### src/rtl/vslideup_seq.sv
// Sequencer around the combinational slide-up datapath: gathers vs2/vd groups from the
// register file, latches the datapath result, then writes the destination group back.
module vslideup_seq #(
    parameter int VLEN_BITS = 128
) (
    input  logic                   clk,
    input  logic                   rst,
    input  logic                   req_valid,
    output logic                   req_ready,
    input  logic                   req_sew,
    input  logic                   req_lmul,
    input  logic [4:0]             req_uimm,
    input  logic [4:0]             req_vs2,
    input  logic [4:0]             req_vd,
    output logic                   rf_ren,
    output logic [4:0]             rf_raddr,
    input  logic [VLEN_BITS-1:0]   rf_rdata,
    output logic                   rf_we,
    output logic [4:0]             rf_waddr,
    output logic [VLEN_BITS-1:0]   rf_wdata,
    output logic                   su_sew,
    output logic                   su_lmul,
    output logic [4:0]             su_uimm,
    output logic [4*VLEN_BITS-1:0] su_vs2_bus,
    output logic [4*VLEN_BITS-1:0] su_vd_prev_bus,
    input  logic [4*VLEN_BITS-1:0] su_vd_bus,
    output logic                   busy,
    output logic                   done
);
    // state | meaning
    // IDLE  | waiting for a request, all latched fields zero
    // RD    | 2N reads: vs2 group then vd group
    // WAIT  | last read data returns
    // EXEC  | datapath result latched
    // WR    | N write-backs, done on the last
    typedef enum logic [2:0] {S_IDLE, S_RD, S_WAIT, S_EXEC, S_WR} state_t;

    localparam int GRP_BITS = 4 * VLEN_BITS;

    state_t              state_q, state_d;
    logic [2:0]          cnt_q, cnt_d;
    logic                sew_q, lmul_q;
    logic [4:0]          uimm_q, vs2_q, vd_q;
    logic                cap_vld_q;
    logic [2:0]          cap_idx_q;
    logic [GRP_BITS-1:0] vs2_bus_q, vdp_bus_q, res_q;

    logic                rd_last, wr_last, rd_is_vs2, cap_is_vs2;
    logic [1:0]          rd_off, cap_slice;

    assign rd_last    = (cnt_q == (lmul_q ? 3'd7 : 3'd1));
    assign wr_last    = (cnt_q == (lmul_q ? 3'd3 : 3'd0));
    assign rd_is_vs2  = lmul_q ? ~cnt_q[2] : ~cnt_q[0];
    assign rd_off     = lmul_q ? cnt_q[1:0] : 2'd0;
    // Read data lags its request by one cycle, so capture uses the delayed read index.
    assign cap_is_vs2 = lmul_q ? ~cap_idx_q[2] : ~cap_idx_q[0];
    assign cap_slice  = lmul_q ? cap_idx_q[1:0] : 2'd0;

    assign su_sew         = sew_q;
    assign su_lmul        = lmul_q;
    assign su_uimm        = uimm_q;
    assign su_vs2_bus     = vs2_bus_q;
    assign su_vd_prev_bus = vdp_bus_q;

    always_comb begin
        state_d   = state_q;
        cnt_d     = cnt_q;
        req_ready = 1'b0;
        busy      = 1'b1;
        done      = 1'b0;
        rf_ren    = 1'b0;
        rf_raddr  = '0;
        rf_we     = 1'b0;
        rf_waddr  = '0;
        rf_wdata  = '0;
        unique case (state_q)
            S_IDLE: begin
                req_ready = 1'b1;
                busy      = 1'b0;
                cnt_d     = 3'd0;
                if (req_valid) state_d = S_RD;
            end
            S_RD: begin
                rf_ren   = 1'b1;
                rf_raddr = (rd_is_vs2 ? vs2_q : vd_q) + {3'b000, rd_off};
                cnt_d    = cnt_q + 3'd1;
                if (rd_last) begin
                    state_d = S_WAIT;
                    cnt_d   = 3'd0;
                end
            end
            S_WAIT: state_d = S_EXEC;
            S_EXEC: begin
                state_d = S_WR;
                cnt_d   = 3'd0;
            end
            S_WR: begin
                rf_we    = 1'b1;
                rf_waddr = vd_q + {3'b000, cnt_q[1:0]};
                for (int s = 0; s < 4; s++) begin
                    if (cnt_q[1:0] == 2'(s)) rf_wdata = res_q[s*VLEN_BITS +: VLEN_BITS];
                end
                cnt_d = cnt_q + 3'd1;
                if (wr_last) begin
                    done    = 1'b1;
                    state_d = S_IDLE;
                end
            end
            default: state_d = S_IDLE;
        endcase
    end

    always_ff @(posedge clk or posedge rst) begin
        if (rst) begin
            state_q   <= S_IDLE;
            cnt_q     <= '0;
            sew_q     <= 1'b0;
            lmul_q    <= 1'b0;
            uimm_q    <= '0;
            vs2_q     <= '0;
            vd_q      <= '0;
            cap_vld_q <= 1'b0;
            cap_idx_q <= '0;
            vs2_bus_q <= '0;
            vdp_bus_q <= '0;
            res_q     <= '0;
        end else begin
            state_q   <= state_d;
            cnt_q     <= cnt_d;
            cap_vld_q <= (state_q == S_RD);
            cap_idx_q <= cnt_q;
            if (state_q == S_IDLE && req_valid) begin
                sew_q     <= req_sew;
                lmul_q    <= req_lmul;
                uimm_q    <= req_uimm;
                vs2_q     <= req_lmul ? {req_vs2[4:2], 2'b00} : req_vs2;
                vd_q      <= req_lmul ? {req_vd[4:2], 2'b00} : req_vd;
                vs2_bus_q <= '0;
                vdp_bus_q <= '0;
            end
            if (cap_vld_q) begin
                for (int s = 0; s < 4; s++) begin
                    if (cap_slice == 2'(s)) begin
                        if (cap_is_vs2) vs2_bus_q[s*VLEN_BITS +: VLEN_BITS] <= rf_rdata;
                        else            vdp_bus_q[s*VLEN_BITS +: VLEN_BITS] <= rf_rdata;
                    end
                end
            end
            if (state_q == S_EXEC) res_q <= su_vd_bus;
            // Returning to IDLE clears every latched field so idle outputs read as zero.
            if (done) begin
                sew_q     <= 1'b0;
                lmul_q    <= 1'b0;
                uimm_q    <= '0;
                vs2_q     <= '0;
                vd_q      <= '0;
                vs2_bus_q <= '0;
                vdp_bus_q <= '0;
                res_q     <= '0;
            end
        end
    end
endmodule

### config.mk
export PLATFORM = sky130hd
export DESIGN_NAME = vslideup_seq
export DESIGN_NICKNAME = d
export VERILOG_FILES = /design/src/rtl/vslideup_seq.sv
export SDC_FILE = /design/constraint.sdc
export NUM_CORES = 2
export LEC_CHECK = 0
export CORE_AREA = 2 2 719 721
export CTS_CLUSTER_DIAMETER = 80
export DETAILED_ROUTE_END_ITERATION = 16
export DIE_AREA = 0 0 721 723
export DONT_BUFFER_PORTS = 1
export GPL_TIMING_DRIVEN = 0
export PLACE_DENSITY = 0.3
export REMOVE_ABC_BUFFERS = 1
export SLEW_MARGIN = 20
export SYNTH_ARGS = -nofsm -noshare
export SYNTH_HDL_FRONTEND = slang
export SYNTH_SLANG_ARGS = --single-unit
export TNS_END_PERCENT = 100
### constraint.sdc
create_clock -name clk -period 92.8 [get_ports clk]
set_input_delay 9.28 -clock clk [delete_from_list [all_inputs] [get_ports clk]]
set_output_delay 9.28 -clock clk [all_outputs]
set_load 0.05 [all_outputs]
==> results.json <==
{
  "start_util_pct": 13.0,
  "drv_slew": 0,
  "crit_required_ns": 83.52,
  "layout_commonest_cell": "nand2_1",
  "hold_viol_final": 0,
  "rsz0062_at_grt": "false",
  "cp_num_buf_inv": 4,
  "ant_nets": 0,
  "final_cell_mix": "1666 x nand2_1, 1558 x dfrtp_1, 771 x a21oi_1, 645 x nor2_1, 517 x a22oi_1",
  "row_count": 264,
  "fmax_mhz": 71.8,
  "place_area_um2": 77300,
  "htreeDepth": 4,
  "grt_pass1_wl_um": 543000,
  "slew_headroom_pct": 21.6,
  "ir_drop_uv": 28.4,
  "async_flop_share_pct": 100,
  "grt.overflow.total": 0,
  "synth_edf_count": 0,
  "synthTopCellsByArea": "dfrtp_1 59%, nand2_1 9.4%, a22oi_1 5.8%",
  "io_pins": 1834,
  "fin_crit_ns": 13.93,
  "crit_chain": "inv_1, ha_4, buf_16, buf_16, buf_16, nor2b_1, a22oi_1, o21ai_0, a22o_1",
  "vias_per_cell": 4.12,
  "hold_path_class": "flip-flop to flip-flop",
  "critPathMaxStageDelay_ns": 0.71,
  "ys_types": 44,
  "end_kind": "output pin",
  "tns_ns": 0,
  "grt_usage_pct": 14.9,
  "wire_per_inst_um": 29.9,
  "antenna_found_initial": 85,
  "clock-root-buffer": "clkbuf_16",
  "synthFlopType": "dfrtp_1",
  "yosysSeqAreaShare_pct": 58.7,
  "clock-sinks": 1563,
  "io_buffers": 0,
  "yosysWarnings": 0,
  "clkLatencyLatePin_ns": 0.93,
  "finalCritPeriodShare_pct": 15.0,
  "die_w_um": 721,
  "yosysTopAreaCellShare_pct": 58.7,
  "final_area_um2": 84800,
  "cts-resized-gates": 0,
  "yosysTopAreaCell": "dfrtp_1",
  "grt_pass1_vias": 56700,
  "cts_tree": "yes",
  "hpwl_um": 307000,
  "core_area_um2": 515000,
  "cts.hold.buffers_added": 0,
  "avgSynthCellArea_um2": 9.71,
  "multiInputGateArea_um2": 24400,
  "synth_area_um2": 66700,
  "drive_gt1_share_pct": 8.88,
  "first_pass_iters": 8,
  "cts_buffers": 220,
  "cp-start-kind": "flip-flop",
  "grt_max_degree": 99,
  "power.density_nw_per_um2": 43.0,
  "stdcell_count": 13600,
  "p_leak_nw": 35.9,
  "gp_congestion": 0.931,
  "cp_slowest_cell": "nor2b_1",
  "die_h_um": 723,
  "clk_path_buf_depth": 4,
  "status": "complete, no violations",
  "fp.dieArea_um2": 521000,
  "drt-initial-drc-count": 4375,
  "ys_seq_elements": 1563,
  "crit_arrival_ns": 4.65,
  "crit_family": "compound AO/OA/AOI/OAI gates",
  "crit_path_max_fanout": 56,
  "crit_path_frequent_cell": "buf_16",
  "critPathKind": "flip-flop to output pin",
  "wl_um": 408000,
  "tightestPinTransition_ns": 1.17,
  "drc": 0,
  "max-cap-violations": 0,
  "cts_setup_buffers": 0,
  "num-fill-cells": 57400,
  "clk_pin_slew_ns": 0.06,
  "dr_total_vias": 56100,
  "finalSetupViolCount": 0,
  "synthCells": 6869,
  "fin_worst_skew_ns": 0.0531,
  "seq_area_um2": 39100,
  "finalCoreUtilization_pct": 16.5,
  "placed_cells": 13200,
  "nets": 7282,
  "synthToLayoutAreaGrowth_pct": 27.1
}
[registers in the layout, indices dropped and copies added (netlist names), 3 cells and up]
signal,cells
su_uimm,5
res_q,512
vd_q,5
su_vd_prev_bus,512
state_q,3
cap_idx_q,3
su_vs2_bus,512
vs2_q,5
cnt_q,3
[logic make-up after synthesis]
kind of cell | Yosys count | share of synthesized area [%]
simple gates | 2614 | 16.1
compound gates | 1965 | 19.7
flops | 1563 | 58.7
fa+ha+maj | 12 | 0.248
buf+inv | 704 | 5.16
xor+xnor | 5 | 0.0657
mux | 6 | 0.0919
[worst paths after layout]
kind	cells after the start	slack (ns)	end	from
max	9	78.87	rf_wdata[125]	cnt_q[1]$_DFFE_PP0P_
min	2	0.51	res_q[99]$_DFFE_PP0P_	res_q[99]$_DFFE_PP0P_
max reg2reg	12	87.77	su_vs2_bus[235]$_DFF_PP0_	state_q[0]$_DFFE_PP0P_
min reg2reg	2	0.51	res_q[99]$_DFFE_PP0P_	res_q[99]$_DFFE_PP0P_
max in group asynchronous	8	80.95	su_vs2_bus[425]$_DFF_PP0_	rst
min in group asynchronous	1	8.20	res_q[383]$_DFFE_PP0P_	rst
[stage by stage]
stage                     setup slack, ns  power (mW)  hold slack [ns]
after floorplan                     39.42        2.35            0.460
after global placement              15.31        3.03            0.498
after detailed placement            79.45        2.82            0.502
after CTS                           78.42        3.72            0.517
after global routing                78.48        3.84            0.527
final                               78.87        3.65            0.513
[layer usage]
layer / share of wire, % / track usage [%] / vias to the layer above / wire (um)
met4: 4.6 / 6.06 / 46 / 19000
li1: - / - / 23600 / -
met2: 51 / 26.9 / 2561 / 210000
met5: 0.076 / 0 / - / 310
met1: 35 / 15.6 / 29300 / 141000
met3: 9.2 / 5.41 / 606 / 37700
[cell type report]
| type | count | area share [%] |
|---|---|---|
| well taps | 6783 | 10.0 |
| repair buffers | 207 | 6.14 |
| flip-flops and latches | 1563 | 46.2 |
| clock inverters | 78 | 1.15 |
| diodes | 51 | 0.151 |
| inverters | 16 | 0.0797 |
| multi-input cells | 4602 | 28.8 |
| clock buffers | 325 | 7.55 |
[cells in the mapped netlist, types with 6 or more instances]
master       n
a22oi_1    517
dfrtp_1   1563
a221oi_1   381
nand2_1   1667
inv_1       14
buf_6       69
buf_2       93
ha_1        10
o21ai_0    136
nor3_1       6
and3b_1    123
buf_1       21
nand3_1    134
clkbuf_1   461
buf_4       44
and3_1       7
a21oi_1    774
a22o_1     141
nor2_1     651
[worst min-delay path, delay by kind of cell (launching register included)]
kind	cells	cell delay [ns]
simple gates	1	0.05
flops	1	0.36
compound gates	1	0.05
[where the power goes]
group / internal, mW / total [mW] / switching [mW] / leakage (nW)
logic: 0.388 / 1.03 / 0.644 / 12.0
registers: 0.933 / 1.74 / 0.809 / 20.4
clock network: 0.513 / 0.872 / 0.359 / 3.59
total: 1.83 / 3.65 / 1.81 / 35.9
No activity file was read; power rests on OpenSTA's default activity.
